`config.mk`:
```
export PLATFORM = sky130hd
export DESIGN_NAME = closest_hit_sched
export DESIGN_NICKNAME = d
export VERILOG_FILES = /design/src/rtl/closest_hit_sched.sv
export SDC_FILE = /design/constraint.sdc
export NUM_CORES = 1
export LEC_CHECK = 0
export CORE_AREA = 2 2 427 429
export DETAILED_ROUTE_END_ITERATION = 7
export DIE_AREA = 0 0 429 431
export GPL_TIMING_DRIVEN = 0
export PLACE_DENSITY = 0.35
export SYNTH_ARGS = -nofsm -noshare
export SYNTH_HDL_FRONTEND = slang
export SYNTH_SLANG_ARGS = --single-unit
```
`constraint.sdc`:
```
create_clock -name i_clk -period 3.13 [get_ports i_clk]
set_input_delay 0.4695 -clock i_clk [delete_from_list [all_inputs] [get_ports i_clk]]
set_output_delay 0.4695 -clock i_clk [all_outputs]
set_load 0.01 [all_outputs]
```
`src/rtl/closest_hit_sched.sv`:
```
// rtl/closest_hit_sched.sv - closest-hit scheduler for one ray against a contiguous triangle list
module closest_hit_sched #(
    parameter int ADDR_W  = 16,
    parameter int MEM_LAT = 1
) (
    input  logic              i_clk,
    input  logic              i_rstn,
    input  logic              i_start,
    input  logic [191:0]      i_ray,
    input  logic [ADDR_W-1:0] i_base,
    input  logic [ADDR_W-1:0] i_num_tris,
    input  logic              i_abort,
    output logic              o_ready,
    output logic              o_tri_rd,
    output logic [ADDR_W-1:0] o_tri_addr,
    input  logic [287:0]      i_tri_data,
    output logic              o_isect_en,
    output logic [287:0]      o_isect_tri,
    output logic [191:0]      o_isect_ray,
    input  logic              i_isect_valid,
    input  logic              i_isect_result,
    input  logic [31:0]       i_isect_t,
    output logic              o_valid,
    output logic              o_hit,
    output logic [31:0]       o_t,
    output logic [ADDR_W-1:0] o_tri_idx
);

    localparam logic [31:0] T_MAX = 32'h7FFF_FFFF;

    typedef enum logic [2:0] {IDLE, ISSUE, DRAIN, DONE, FLUSH} state_t;

    state_t              state;
    logic [ADDR_W-1:0]   num_tris;
    logic [ADDR_W-1:0]   issue_cnt;
    logic [ADDR_W-1:0]   ret_cnt;
    logic [31:0]         best_t;
    logic [ADDR_W-1:0]   best_idx;
    logic                best_hit;
    logic [MEM_LAT-1:0]  rd_pipe;

    logic                take;
    logic                better;
    logic [ADDR_W-1:0]   ret_nxt;
    logic [31:0]         best_t_nxt;
    logic [ADDR_W-1:0]   best_idx_nxt;
    logic                best_hit_nxt;
    logic [MEM_LAT:0]    rd_shift;

    // Results arriving while flushing only advance the return count; they never touch best.
    always_comb begin
        take         = i_isect_valid && (state == ISSUE || state == DRAIN || state == FLUSH);
        better       = take && (state != FLUSH) && i_isect_result &&
                       ($signed(i_isect_t) < $signed(best_t));
        ret_nxt      = ret_cnt + ADDR_W'(take);
        best_t_nxt   = better ? i_isect_t : best_t;
        best_idx_nxt = better ? ret_cnt : best_idx;
        best_hit_nxt = better | best_hit;
        rd_shift     = {rd_pipe, o_tri_rd};
    end

    assign o_isect_en  = rd_pipe[MEM_LAT-1];
    assign o_isect_tri = i_tri_data;

    always_ff @(posedge i_clk or negedge i_rstn) begin
        if (!i_rstn) begin
            state       <= IDLE;
            num_tris    <= '0;
            issue_cnt   <= '0;
            ret_cnt     <= '0;
            best_t      <= T_MAX;
            best_idx    <= '0;
            best_hit    <= 1'b0;
            rd_pipe     <= '0;
            o_ready     <= 1'b1;
            o_tri_rd    <= 1'b0;
            o_tri_addr  <= '0;
            o_isect_ray <= '0;
            o_valid     <= 1'b0;
            o_hit       <= 1'b0;
            o_t         <= T_MAX;
            o_tri_idx   <= '0;
        end else begin
            rd_pipe  <= rd_shift[MEM_LAT-1:0];
            ret_cnt  <= ret_nxt;
            best_t   <= best_t_nxt;
            best_idx <= best_idx_nxt;
            best_hit <= best_hit_nxt;
            o_valid  <= 1'b0;
            if (i_abort && state != IDLE) begin
                // A read on the bus this cycle is already committed and will return a result.
                state     <= FLUSH;
                o_tri_rd  <= 1'b0;
                o_ready   <= 1'b0;
                issue_cnt <= issue_cnt + ADDR_W'(o_tri_rd);
            end else begin
                case (state)
                    IDLE: begin
                        if (i_start) begin
                            o_isect_ray <= i_ray;
                            num_tris    <= i_num_tris;
                            issue_cnt   <= '0;
                            ret_cnt     <= '0;
                            best_t      <= T_MAX;
                            best_idx    <= '0;
                            best_hit    <= 1'b0;
                            o_hit       <= 1'b0;
                            o_t         <= T_MAX;
                            o_tri_idx   <= '0;
                            o_ready     <= 1'b0;
                            if (i_num_tris == '0) begin
                                state   <= DONE;
                                o_valid <= 1'b1;
                            end else begin
                                state      <= ISSUE;
                                o_tri_rd   <= 1'b1;
                                o_tri_addr <= i_base;
                            end
                        end
                    end
                    ISSUE: begin
                        issue_cnt <= issue_cnt + ADDR_W'(1);
                        if (issue_cnt + ADDR_W'(1) == num_tris) begin
                            o_tri_rd <= 1'b0;
                            state    <= DRAIN;
                        end else begin
                            o_tri_addr <= o_tri_addr + ADDR_W'(1);
                        end
                    end
                    DRAIN: begin
                        if (ret_nxt == num_tris) begin
                            state     <= DONE;
                            o_valid   <= 1'b1;
                            o_hit     <= best_hit_nxt;
                            o_t       <= best_t_nxt;
                            o_tri_idx <= best_idx_nxt;
                        end
                    end
                    DONE: begin
                        state   <= IDLE;
                        o_ready <= 1'b1;
                    end
                    FLUSH: begin
                        if (ret_nxt == issue_cnt) begin
                            state   <= IDLE;
                            o_ready <= 1'b1;
                        end
                    end
                    default: state <= IDLE;
                endcase
            end
        end
    end

endmodule

```
# Word level (Yosys, flattened, before mapping)

Cells that the tools add are included.

Mux-type cells: 49
$mul: 0
Shifts and indexed selects: 0
Magnitude comparators: 1
Div/mod/pow operators: 0
Bitwise gates (word level): 2
Equal/unequal tests: 17
Reductions and logical operators: 21
$add $sub $neg: 4

Operators by type and width:

| operator                                                                | count |
|---|---|
| 16-bit two-way mux                                                      | 13 |
| 32-bit two-way mux                                                      | 6 |
| 16-bit case mux with 2 select lines                                     | 3 |
| 32-bit case mux with 2 select lines                                     | 1 |
| 16-bit equality test                                                    | 3 |
| 16-bit by 1-bit adder with 16-bit output                                | 2 |
| 16-bit by 1-bit adder with 16-bit output, second input constant         | 2 |
| 32-bit < comparator                                                     | 1 |
| 16-bit zero test                                                        | 1 |
| 1-bit two-way mux                                                       | 15 |
| 3-bit two-way mux                                                       | 5 |
| 3-bit case mux with 4 select lines                                      | 1 |
| 4-bit AND reduction                                                     | 3 |
| 3-bit by 1-bit inequality test with 1-bit output, second input constant | 3 |
| 3-bit inequality test, second input constant                            | 3 |
| 3-bit by 2-bit equality test with 1-bit output, second input constant   | 2 |
| 2-bit inequality test, second input constant                            | 3 |
| 1-bit case mux with 2 select lines                                      | 3 |
| 3-bit AND reduction                                                     | 2 |
| 3-bit nonzero test                                                      | 2 |
| 1-bit logical AND                                                       | 5 |
| 5-bit AND reduction                                                     | 1 |
| 2-bit nonzero test                                                      | 2 |
| 4-bit nonzero test                                                      | 1 |
| other kinds (10)                                                        | 11 |

Bits in writable memories: 0
Latch bits: 0
Memory bits (read-only): 0
Bits in registers: 361
Word-level logic and storage cells: 110
Input port bits: 550
Memories kept: 0

# Longest topological paths before layout

Word-level depth: 11
Gate-level depth with buffers: 14
Mapped depth without buffers: 11

# Worst setup path after synthesis

Ideal clock, no wire load.

Path kind: reg-to-reg
Start point: register state[0]
End point: register state[2]
Stages on the path, launching flop included: 13
Data arrival time: 3,023 ps
Library setup time: 120 ps
Setup slack: -12 ps
Clock period less this slack: 3,142 ps
Cells stage by stage: dfrtp_1 -> clkbuf_1 -> nor2b_1 -> o311a_1 -> ha_1 -> nand4_1 -> nor4_2 -> xnor2_1 -> xnor2_1 -> or4_1 -> nor4_1 -> nand4_1 -> a31o_1

Word-level cells in the longest chain between the ends: 8

Ends and longest elaborated chain:

| what                                                                                                                    | RTL line | source |
|---|---|---|
| from (decl)                                                                                                             | 33       | `state_t state;` |
| from (signal assigned)                                                                                                  | 67       | `state <= IDLE;` |
| from (signal assigned)                                                                                                  | 92       | `state <= FLUSH;` |
| from (signal assigned)                                                                                                  | 112      | `state <= DONE;` |
| 3-bit by 1-bit equality test with 1-bit output / 3-bit by 2-bit equality test with 1-bit output (equally long branches) | 52, 97   |  |
| 1-bit logical OR (2 in a row)                                                                                           | 52       | `take = i_isect_valid && (state == ISSUE \|\| state == DRAIN \|\| state == FLUSH);` |
| 1-bit logical AND                                                                                                       | 52       |  |
| 16-bit by 1-bit adder with 16-bit output                                                                                | 55       | `ret_nxt = ret_cnt + ADDR_W'(take);` |
| 16-bit equality test, on equally long branches                                                                          | 131, 144 |  |
| 3-bit by 1-bit inequality test with 1-bit output (no source line)                                                       | -        |  |
| 4-bit AND reduction (no source line)                                                                                    | -        |  |

Several ways; a longest one is shown, not always the timed one.
A chain may end at the register's enable or synchronous reset.

# Worst setup path in the final report

Start point: register state[1]
End point: register state[2]

Same word-level chain as after synthesis.

==> reports/metrics.yaml <==
fin_area_sq_um: 34000
viasPerCell: 3.24
ys_types: 83
first_pass_iters: 5
synthTopCellsByCount: "702 x nand2_1, 298 x dfrtp_1, 292 x buf_4, 87 x clkbuf_1, 78 x nor2_1"
cts_sinks: 361
die_width_um: 429
path_max_fanout: 9
setup_viol: 83
status: "complete, but fails checks"
insertion_delay_ns: 0.63
worstSetupEndpointType: "flip-flop"
synthTopCellsByArea: "dfrtp_1 39%, nand2_1 14%, buf_4 11%, dfstp_2 8.6%, mux2i_1 2.6%"
syn_inst: 2120
die_area_sq_um: 185000
fin_crit_sh_pct: 105
arrival_ns: 3.82
cellInternalPower_mw: 14.9
clock_skew_ns: 0.0162
powerDensity_nw_per_um2: 696
dp_cells: 5303
grt_pass1_vias: 18300
synth-seq-cells: 361
grt_max_degree: 98
ys_seq_area_share_pct: 47.5
start_util_pct: 10.7
yosysMostFrequentCell: "nand2_1"
track_usage_pct: 11.0
r2r_cells: 14
synth_top_cell_area_share_pct: 38.8
synth_top_area_cell: "dfrtp_1"
leakage_nw: 14.7
violations: "setup timing"
place_congestion: 0.844
maxCapViolCount: 0
synth_nets: 2707
min_path_cells: 3
layout-drive-gt1-share_pct: 22.6
finalWirelength_um: 106000
power_frac_seq_pct: 31.2
min_path_type: "in2reg"
area_delta_synth_final_pct: 77.1
placedInstanceArea_sq_um: 30400
rows: 156
ys_async_sr_fraction_pct: 100
final_cells: 5438
crit_required_ns: 3.66
power.share.switching_pct: 36.9
die-height_um: 431
switchingPower_mw: 8.74
rsz0062_at_grt: "yes"
maxSlewHeadroom_pct: 47.0
combinationalPowerShare_pct: 40.9
grt_pass1_wl_um: 146000
antenna_found_initial: 13
cts_tree: "built"
core_area_sq_um: 180000
ios: 1099
synth_edf_count: 0
synth_area_sq_um: 19200
clockPowerShare_pct: 28.0
cp-start-kind: "flip-flop"
hold_viol: 0
fmax_mhz: 304
hpwl_um: 84100
wl_per_cell_um: 19.5
cts_root_buf: "clkbuf_16"
overflow: 0
num_vias: 17600
synth_ff_type: "dfrtp_1"
cts_max_path_buffers: 3
tightestPinTransition_ns: 0.795
tns_ns: -6.27
ant_nets: 0
timing.final.ws_setup_ns: -0.163
drc: 0
ys_warn_count: 0
nets: 3606
cts_buffers: 53
vdd_drop_max_mv: 0.401
drt_iter0_drc: 759
io_buffers: 809
htreeDepth: 2
maxSlewViolCount: 0
avgSynthCellArea_sq_um: 9.06
path_clk_slew_ns: 0.06
fin_crit_ns: 3.29
crit_type: "reg2reg"
-- critical path: stages, from the launching register on --
cell and delay (ns):
dfrtp_1 0.38, buf_8 0.15, nor2b_4 0.15, o311a_4 0.23, ha_4 0.14, nand4_1 0.21
buf_6 0.23, nor4_4 0.18, buf_4 0.17, xnor2_2 0.07, xnor2_1 0.15, or4_1 0.43
nor4_2 0.18, nand4_1 0.23, a31o_1 0.27
-- final timing paths --
| path | from | endpoint | slack, ns |
|---|---|---|---|
| setup / recovery | state[1] | state[2] | -0.16 |
| hold / removal | i_ray[18] | o_isect_ray[18] | 0.36 |
| setup reg to reg | state[1] | state[2] | -0.16 |
| hold reg to reg | o_isect_ray[162] | o_isect_ray[162] | 0.47 |
| max in group asynchronous | i_rstn | o_isect_ray[78] | 1.05 |
| min in group asynchronous | i_rstn | o_t[31] | 0.44 |
-- per-stage QoR --
| stage | setup slack, ns | util (%) | hold WS (ns) | total power, mW |
|---|---|---|---|---|
| after floorplan | 0.0242 | - | 0.174 | 11.2 |
| after global placement | -17.92 | 16.8 | 0.458 | 16.9 |
| after detailed placement | -1.49 | 16.9 | 0.462 | 16.9 |
| after CTS | -0.221 | 18.8 | 0.272 | 24.3 |
| after global routing | -0.325 | 18.9 | 0.312 | 25.3 |
| final | -0.163 | 18.9 | 0.356 | 23.7 |
-- state kept, by name, indices dropped and copies added (netlist names) --
signal / count
best_hit: 1
state: 3
o_isect_en: 1
issue_cnt: 16
o_valid: 1
o_ready: 1
o_tri_rd: 1
best_t: 32
num_tris: 16
o_hit: 1
o_tri_addr: 16
o_t: 32
o_tri_idx: 16
o_isect_ray: 192
best_idx: 16
ret_cnt: 16
-- layout make-up --
class	count	area (sq um)
Buffer	397	2890
Antenna cell	4	10.0
Inverter	39	146
Multi-Input combinational cell	1317	8360
Tap cell	2370	2970
Clock buffer	70	1490
Timing Repair Buffer	850	8640
Clock inverter	30	397
Sequential cell	361	9110
Fill cell	19900	146000
-- routing by layer --
layer / part of all wire [%] / track usage [%] / up-vias / wire length, um
met5: 0.058 / 0 / - / 62
met4: 2.1 / 2.43 / 12 / 2240
met3: 7.0 / 3.61 / 99 / 7440
met2: 48 / 18.4 / 517 / 51400
met1: 42 / 13.7 / 8497 / 45000
li1: - / - / 8515 / -
-- power by group through the flow --
| stage | clock (mW) | combinational (mW) | sequential, mW |
|---|---|---|---|
| floorplan | 0 | 3.50 | 7.71 |
| global placement | 0 | 9.56 | 7.37 |
| detailed placement | 0 | 9.54 | 7.35 |
| CTS | 6.96 | 9.92 | 7.40 |
| global route | 7.10 | 10.6 | 7.59 |
| finish | 6.62 | 9.67 | 7.38 |
-- logic make-up after synthesis --
| kind of cell | synth area share, % |
|---|---|
| AND/OR/NAND/NOR | 20.9 |
| buffers and inverters | 14.7 |
| flip-flops | 47.5 |
| AO/OA/AOI/OAI | 8.41 |
| XOR/XNOR | 3.52 |
| multiplexers | 2.61 |
| adder cells (fa/ha/maj) | 2.41 |
-- layout by cell type, fill, tap and decap left out, types with 8 or more instances in the layout --
| cell | instances |
|---|---|
| o22ai_1 | 8 |
| nand2_1 | 700 |
| buf_12 | 14 |
| clkinv_2 | 9 |
| and3_1 | 12 |
| buf_4 | 314 |
| clkbuf_8 | 12 |
| bufinv_16 | 8 |
| o21ai_0 | 30 |
| dfstp_2 | 63 |
| ha_1 | 30 |
| o21ai_2 | 10 |
| a211oi_1 | 14 |
| dfrtp_1 | 296 |
| a21oi_1 | 37 |
| nor2_1 | 73 |
| nor3_1 | 11 |
| a2bb2oi_2 | 25 |
| clkdlybuf4s50_1 | 808 |
| clkbuf_2 | 17 |
| xor2_1 | 24 |
| xnor2_1 | 41 |
| mux2i_4 | 46 |
| o21ai_1 | 13 |
| inv_1 | 35 |
| clkbuf_1 | 61 |
| buf_2 | 10 |
| nand4_1 | 19 |
| clkbuf_16 | 57 |
| a2bb2oi_1 | 8 |
| nand3_1 | 33 |
-- repair_timing --
action / CTS / global route
setup buffers: 28 / 4
resized for setup: 242 / 55
endpoints found under the setup margin: 344 / 130
hold buffers: 1 / 0
gates cloned: 6 / 1
pin swaps: 29 / 14
hold endpoints to repair: 22 / 0
Power figures use the tool's default switching activity.
